--- config.mk ---
export PLATFORM = sky130hd
export DESIGN_NAME = multicycle_ctrl
export DESIGN_NICKNAME = d
export VERILOG_FILES = /design/src/rtl/multicycle_ctrl.sv
export SDC_FILE = /design/constraint.sdc
export NUM_CORES = 1
export LEC_CHECK = 0
export CAP_MARGIN = 20
export CORE_MARGIN = 5
export CORE_UTILIZATION = 47
export DETAILED_ROUTE_END_ITERATION = 7
export PLACE_DENSITY_LB_ADDON = 0.12
export RECOVER_POWER = 100
export SLEW_MARGIN = 10
export SYNTH_ARGS = -nofsm -noshare
export SYNTH_HDL_FRONTEND = slang
export SYNTH_SLANG_ARGS = --single-unit
--- constraint.sdc ---
create_clock -name clk -period 2.4 [get_ports clk]
set_input_delay 0.48 -clock clk [delete_from_list [all_inputs] [get_ports clk]]
set_output_delay 0.48 -clock clk [all_outputs]
set_load 0.05 [all_outputs]
--- src/rtl/multicycle_ctrl.sv ---
// Multi-cycle RV32I control FSM for a shared instruction/data memory core.
// Sequences fetch/decode/execute/memory/writeback and drives all datapath controls.
module multicycle_ctrl (
  input  logic       clk,
  input  logic       rst_n,
  input  logic [6:0] op,
  input  logic [2:0] funct3,
  input  logic       funct75,
  input  logic       ZF,
  input  logic       SF,
  input  logic       mem_ready,
  output logic       mem_req,
  output logic       mem_write,
  output logic       adr_src,
  output logic       ir_write,
  output logic       pc_write,
  output logic       reg_write,
  output logic [1:0] result_src,
  output logic [1:0] alu_src_a,
  output logic [1:0] alu_src_b,
  output logic [1:0] imm_src,
  output logic [2:0] alu_ctrl,
  output logic       instr_done,
  output logic       illegal,
  output logic [3:0] state
);

  typedef enum logic [3:0] {
    S_FETCH    = 4'd0,
    S_DECODE   = 4'd1,
    S_MEMADR   = 4'd2,
    S_MEMREAD  = 4'd3,
    S_MEMWB    = 4'd4,
    S_MEMWRITE = 4'd5,
    S_EXECR    = 4'd6,
    S_EXECI    = 4'd7,
    S_ALUWB    = 4'd8,
    S_BRANCH   = 4'd9,
    S_TRAP     = 4'd15
  } state_e;

  localparam logic [6:0] OP_LW = 7'b0000011;
  localparam logic [6:0] OP_SW = 7'b0100011;
  localparam logic [6:0] OP_R  = 7'b0110011;
  localparam logic [6:0] OP_I  = 7'b0010011;
  localparam logic [6:0] OP_BR = 7'b1100011;

  localparam logic [2:0] ALU_ADD = 3'b000;
  localparam logic [2:0] ALU_SLL = 3'b001;
  localparam logic [2:0] ALU_SUB = 3'b010;
  localparam logic [2:0] ALU_XOR = 3'b100;
  localparam logic [2:0] ALU_SRL = 3'b101;
  localparam logic [2:0] ALU_OR  = 3'b110;
  localparam logic [2:0] ALU_AND = 3'b111;

  state_e     state_q, state_d;
  logic       mem_req_q, mem_req_d;
  logic       mem_write_q, mem_write_d;
  logic       adr_src_q, adr_src_d;
  logic       reg_write_q, reg_write_d;
  logic       illegal_q, illegal_d;
  logic [1:0] result_src_q, result_src_d;
  logic [1:0] alu_src_a_q, alu_src_a_d;
  logic [1:0] alu_src_b_q, alu_src_b_d;
  logic [1:0] imm_src_q, imm_src_d;

  logic       f3_bad;
  logic       branch_taken;
  logic [2:0] exec_alu;

  always_comb begin
    f3_bad  = (funct3[2:1] == 2'b01);
    state_d = state_q;
    case (state_q)
      S_FETCH:    if (mem_ready) state_d = S_DECODE;
      S_DECODE: begin
        case (op)
          OP_LW, OP_SW: state_d = S_MEMADR;
          OP_R:         state_d = f3_bad ? S_TRAP : S_EXECR;
          OP_I:         state_d = f3_bad ? S_TRAP : S_EXECI;
          OP_BR:        state_d = S_BRANCH;
          default:      state_d = S_TRAP;
        endcase
      end
      // op[5] separates sw (0100011) from lw (0000011)
      S_MEMADR:   state_d = op[5] ? S_MEMWRITE : S_MEMREAD;
      S_MEMREAD:  if (mem_ready) state_d = S_MEMWB;
      S_MEMWRITE: if (mem_ready) state_d = S_FETCH;
      S_EXECR,
      S_EXECI:    state_d = S_ALUWB;
      S_MEMWB,
      S_ALUWB,
      S_BRANCH:   state_d = S_FETCH;
      S_TRAP:     state_d = S_TRAP;
      default:    state_d = S_TRAP;
    endcase
  end

  // Moore outputs are decoded from the next state and registered with it
  always_comb begin
    mem_req_d    = 1'b0;
    mem_write_d  = 1'b0;
    adr_src_d    = 1'b0;
    reg_write_d  = 1'b0;
    illegal_d    = 1'b0;
    result_src_d = 2'b00;
    alu_src_a_d  = 2'b00;
    alu_src_b_d  = 2'b00;
    imm_src_d    = 2'b00;
    case (state_d)
      S_FETCH: begin
        mem_req_d    = 1'b1;
        alu_src_b_d  = 2'b10;
        result_src_d = 2'b10;
      end
      S_DECODE: begin
        alu_src_a_d = 2'b01;
        alu_src_b_d = 2'b01;
        imm_src_d   = 2'b10;
      end
      S_MEMADR: begin
        alu_src_a_d = 2'b10;
        alu_src_b_d = 2'b01;
        imm_src_d   = op[5] ? 2'b01 : 2'b00;
      end
      S_MEMREAD: begin
        mem_req_d = 1'b1;
        adr_src_d = 1'b1;
      end
      S_MEMWB: begin
        result_src_d = 2'b01;
        reg_write_d  = 1'b1;
      end
      S_MEMWRITE: begin
        mem_req_d   = 1'b1;
        mem_write_d = 1'b1;
        adr_src_d   = 1'b1;
      end
      S_EXECR: alu_src_a_d = 2'b10;
      S_EXECI: begin
        alu_src_a_d = 2'b10;
        alu_src_b_d = 2'b01;
      end
      S_ALUWB:  reg_write_d = 1'b1;
      S_BRANCH: alu_src_a_d = 2'b10;
      S_TRAP:   illegal_d   = 1'b1;
      default: ;
    endcase
  end

  always_ff @(posedge clk or negedge rst_n) begin
    if (!rst_n) begin
      state_q      <= S_FETCH;
      mem_req_q    <= 1'b1;
      mem_write_q  <= 1'b0;
      adr_src_q    <= 1'b0;
      reg_write_q  <= 1'b0;
      illegal_q    <= 1'b0;
      result_src_q <= 2'b10;
      alu_src_a_q  <= 2'b00;
      alu_src_b_q  <= 2'b10;
      imm_src_q    <= 2'b00;
    end else begin
      state_q      <= state_d;
      mem_req_q    <= mem_req_d;
      mem_write_q  <= mem_write_d;
      adr_src_q    <= adr_src_d;
      reg_write_q  <= reg_write_d;
      illegal_q    <= illegal_d;
      result_src_q <= result_src_d;
      alu_src_a_q  <= alu_src_a_d;
      alu_src_b_q  <= alu_src_b_d;
      imm_src_q    <= imm_src_d;
    end
  end

  always_comb begin
    case (funct3)
      3'b000:  exec_alu = (op[5] & funct75) ? ALU_SUB : ALU_ADD;
      3'b001:  exec_alu = ALU_SLL;
      3'b100:  exec_alu = ALU_XOR;
      3'b101:  exec_alu = ALU_SRL;
      3'b110:  exec_alu = ALU_OR;
      3'b111:  exec_alu = ALU_AND;
      default: exec_alu = ALU_ADD;
    endcase
    case (funct3)
      3'b000:  branch_taken = ZF;
      3'b001:  branch_taken = ~ZF;
      3'b100:  branch_taken = SF;
      default: branch_taken = 1'b0;
    endcase
  end

  always_comb begin
    ir_write   = 1'b0;
    pc_write   = 1'b0;
    instr_done = 1'b0;
    alu_ctrl   = ALU_ADD;
    case (state_q)
      S_FETCH: begin
        ir_write = mem_ready;
        pc_write = mem_ready;
      end
      S_MEMWB,
      S_ALUWB:    instr_done = 1'b1;
      S_MEMWRITE: instr_done = mem_ready;
      S_EXECR,
      S_EXECI:    alu_ctrl = exec_alu;
      S_BRANCH: begin
        alu_ctrl   = ALU_SUB;
        instr_done = 1'b1;
        pc_write   = branch_taken;
      end
      default: ;
    endcase
    // FETCH is the reset state, so its ready-driven enables must be masked by reset
    if (!rst_n) begin
      ir_write   = 1'b0;
      pc_write   = 1'b0;
      instr_done = 1'b0;
    end
  end

  assign mem_req    = mem_req_q & rst_n;
  assign mem_write  = mem_write_q;
  assign adr_src    = adr_src_q;
  assign reg_write  = reg_write_q;
  assign illegal    = illegal_q;
  assign result_src = result_src_q;
  assign alu_src_a  = alu_src_a_q;
  assign alu_src_b  = alu_src_b_q;
  assign imm_src    = imm_src_q;
  assign state      = state_q;

endmodule

-- Word level (Yosys, flattened, before mapping)
Index checks and enable logic that the tools add are counted.
- multiplexer cells: 28
- equal/unequal tests: 30
- bitwise logic cells: 3
- reductions and logical operators: 11
- operators with widths (kind ; count):
    $eq A4 B3 Y1 const B ; 8
    $pmux W4 S7 ; 1
    $eq A4 B4 Y1 const B ; 5
    $mux W4 ; 5
    $pmux W3 S6 ; 1
    $eq A4 B2 Y1 const B ; 4
    $pmux W2 S2 ; 4
    $pmux W4 S4 ; 1
    $eq A7 B6 Y1 const B ; 2
    $eq A3 B3 Y1 const B ; 4
    $mux W1 ; 10
    $reduce_or A3 Y1 ; 3
    $eq A4 B1 Y1 const B ; 2
    $logic_not A4 Y1 ; 2
    $reduce_or A2 Y1 ; 4
    $eq A7 B2 Y1 const B ; 1
    $eq A7 B5 Y1 const B ; 1
    $eq A7 B7 Y1 const B ; 1
    $pmux W3 S2 ; 1
    $pmux W1 S2 ; 2
    $reduce_or A4 Y1 ; 1
    $eq A3 B1 Y1 const B ; 1
    $logic_not A3 Y1 ; 1
    $mux W3 ; 1
    other kinds (5) ; 6
- output and inout port bits: 23
- bits of input ports: 16
- word-level logic and storage cells: 82
- register bits after elaboration: 17

-- Logic depth before layout (Yosys ltp)
- depth after elaboration: 7
- mapped depth: 7
- depth with buffers taken out: 6

-- Least setup slack after synthesis
Ideal clock, no wire load.
- kind: flip-flop to output port
- from: register state_q[2] (netlist: state[2])
- to: output alu_ctrl[0]
- slack: -290 ps
- arrival: 2210 ps
- buffers on the path: 1
- stages on the path, launching flop included: 5
- data required time: 1920 ps
- path through: dfrtp_1 buf_4 and2b_4 nand2_1 nor3_1
- longest elaborated chain between the ends: 3
- elaborated cells between the ends (all ways): 5
- those cells by class: 3 x eq/ne; 1 x mux; 1 x reduce/logical
- RTL lines (what ; line ; source):
    from (decl) ; 56 ; state_e state_q, state_d;
    from (signal assigned) ; 164 ; state_q <= state_d;
    $eq A4 B3 Y1 ; 200 ; case (state_q)
    $reduce_or A2 Y1 ; 200 ;
    $pmux W3 S2 * ; 200 ;
    to (decl) ; 22 ; output logic [2:0] alu_ctrl,
Mark *: on every way between the ends. The rest lies on a longest branch, timed or not.

-- Final worst setup path
- from: input op[5]
- to: output alu_ctrl[1]
- longest elaborated chain between the ends: 4
- RTL lines (what ; line ; source):
    from (decl) ; 6 ; input logic [6:0] op,
    $and A1 B1 Y1 ; 179 ; 3'b000: exec_alu = (op[5] & funct75) ? ALU_SUB : ALU_ADD;
    $mux W2 ; 179 ;
    $pmux W3 S6 ; 178 ; case (funct3)
    $pmux W3 S2 ; 200 ;
Every way passes these cells.

==> run_results.csv <==
group,metric,value,unit
route,ant_nets,0,
place,port_buffers,38,
critical_path,r2r_start,"state[1]",
power_and_ir_drop,irDropWorstVdd,335,uV
clock_network,cts_tree,"done",
route,wl_per_cell,13.6,um
critical_path,start_kind,"input port",
critical_path,ff2ff_path_depth,6,
layout,final_area,1530,um2
layout,syn_to_final_growth,45.1,%
global_route,grt_usage,0.155,
floorplan,initial_utilization,0.485,
sta,worst_pin_slew,0.508,ns
place,placedCellCount,172,
place,post_dp_cell_area,1570,um2
clock_network,hold_buffers,0,
critical_path,reg2reg_slack,0.42,ns
synth,yosys_warnings,0,
hold_path,hold_class,"in -> async",
clock_network,cts-buffers-inserted,3,
synth,synth_area,1050,um2
sta,period_needed,2.34,ns
synth,synth_top_area_cell,"dfrtp_1",
clock_network,insertion_delay,0.28,ns
global_route,grt_pass1_wl,4.02,mm
synth,synth.distinct_cells,46,
critical_path,reg2reg_to,"alu_src_b[0]",
critical_path,critical_path_class,"in -> out",
layout,multi_input_area,547,um2
floorplan,ioPinCount,39,
synth,synth_cells,103,
floorplan,design.die.area,3290,um2
clock_network,htree_levels,1,
synth,ys.flop_type,"dfrtp_1",
global_route,grt_max_degree,14,
critical_path,crit_end,"alu_ctrl[1]",
power_and_ir_drop,powerDensity,319,nW/um2
route,drt-total-wl,2.39,mm
place,place_worst_setup_slack,0.0802,ns
route,vias,948,
sta,setup-violations-final,0,
global_route,antenna_found_initial,0,
clock_network,clock_sinks,17,
layout,final_cells,176,
place,routabilityCongestion,0.801,
synth,synthArstFlopShare,1.00,
route,vias_per_cell,5.39,
layout,nNetsFinal,165,
power_and_ir_drop,p_leak,0.666,nW
synth,syn-num-nets,119,
floorplan,dieWidth,57.3,um
floorplan,coreArea,2170,um2
route,drc,0,
synth,synth.area.top_cells,"dfrtp_1 (33%), dfstp_2 (7.5%), nor3_1 (3.8%), nand4bb_4 (2.6%), nand2b_1 (2.4%)",
global_route,grt_pass1_vias,927,
synth,ys_ff_latch,17,
synth,avgSynthCellArea,10.2,um2
synth,synth_edf_count,0,
critical_path,cp.required,1.92,ns
layout,diodes,0,
synth,yosysTopAreaCellShare,0.333,
layout,fill_cells,195,
status,status,"complete, no violations",
sta,fin_skew,0.00118,ns
critical_path,arrival,1.86,ns
sta,hold_viol,0,
clock_network,clockRootBuffer,"clkbuf_4",
critical_path,critPathCaptureType,"primary output",
layout,drive_gt1_frac,0.209,
layout,seqCellArea,429,um2
route,first_iter_violations,23,
run,cap_violations,0,
layout,utilization,0.704,
floorplan,rows,17,
clock_network,cts.clk_slew.worst_paths,0.09,ns
sta,slew_violations,0,
sta,post-route-period-util,0.973,
sta,timing.slew.headroom,0.660,
synth,yosysSeqAreaShare,0.408,
sta,setup_ws,0.0636,ns
critical_path,cp-startpoint,"op[5]",
route,drt-pass1-iter-count,4,
floorplan,dieHeight,57.3,um
sta,clock.fmax,428,MHz
global_route,grt.overflow.total,0,
place,hpwl,1.95,mm
clock_network,cts_buffer_depth,2,
critical_path,worstPathMaxFanout,4,
flip-flops by register name (all words and copies together), names as in the netlist, 2 cells and up:
register,count
result_src,2
alu_src_b,2
imm_src,2
state,4
alu_src_a,2
cell type report:
cell class	instances	area share
Sequential cell	17	0.281
Multi-Input combinational cell	75	0.358
Tap cell	28	0.0230
Inverter	7	0.0180
Clock buffer	4	0.0172
Timing Repair Buffer	45	0.302
metrics by stage:
stage	TNS (ns)	power, mW	hold slack (ns)
after floorplan	0	0.306	0.184
after global placement	0	0.349	0.701
after detailed placement	0	0.350	0.721
after CTS	0	0.494	0.672
after global routing	-0.0147	0.510	0.750
final	0	0.486	0.724
how the worst min path moves through the flow:
stage / slack, ns / start / depth (start not counted) / endpoint
global placement: 0.70 / state[0] / 1 / alu_src_a[0]
CTS: 0.67 / rst_n / 2 / reg_write
global route: 0.75 / state[0] / 2 / result_src[0]
finish: 0.72 / rst_n / 2 / reg_write
detailed placement: 0.72 / state[0] / 2 / result_src[0]
floorplan: 0.18 / rst_n / 0 / adr_src
kinds of logic (layout without fill, tap and decap cells):
group                  after synthesis  in the layout  synth area share
AND/OR/NAND/NOR                     42             42             0.260
flip-flops                          17             17             0.408
XOR/XNOR                             2              2            0.0166
AO/OA/AOI/OAI                       31             31             0.252
buffers and inverters               11             56            0.0630
layer usage:
layer	vias to the layer above	track usage	wire, um	share of wire
li1	474	-	-	-
met1	432	0.203	1060	0.44
met2	40	0.254	1170	0.49
met3	2	0.0339	163	0.068
met4	0	0.0497	8	0.0033
met5	-	0	0	0
report_power, final:
part / switching, mW / internal, mW / leakage [nW] / total (mW)
registers: 0 / 0.286 / 0.200 / 0.286
clock network: 0.0819 / 0.0646 / 0.0150 / 0.146
logic: 0.0240 / 0.0295 / 0.451 / 0.0535
total: 0.106 / 0.381 / 0.666 / 0.486
synthesized netlist by cell type (all sizes together) (2+ instances only):
library cell,count
and2,2
a31oi,2
and3,3
a21oi,5
o311a,2
nor2b,3
nor2,5
nand2,7
o21ai,7
dfrtp,14
o31ai,3
buf,4
dfstp,3
nand2b,4
xnor2,2
inv,7
o32ai,2
nor4,2
nor3,9
a22oi,2
timing repair:
item / in CTS / in global routing
setup buffers: 0 / 0
gates resized for setup: 0 / 4
endpoints found under the setup margin: 0 / 2
worst max-delay path, cell delays in order:
cell             delay [ns]
clkdlybuf4s50_1        0.53
inv_1                  0.08
nor4_2                 0.28
a22oi_1                0.11
o22ai_2                0.21
buf_12                 0.16
placed cells by master (no fill, tap or decap), types with 4 or more instances in the layout:
cell and instances:
nand2_1 7, nor2_1 5, nand2b_1 4, a21oi_1 4, buf_12 5, o21ai_0 4
dlygate4sd3_1 14, dfrtp_1 14, clkdlybuf4s50_1 14, nor3_1 7, clkbuf_1 6, inv_1 5
No activity file was read; power rests on OpenSTA's default activity.
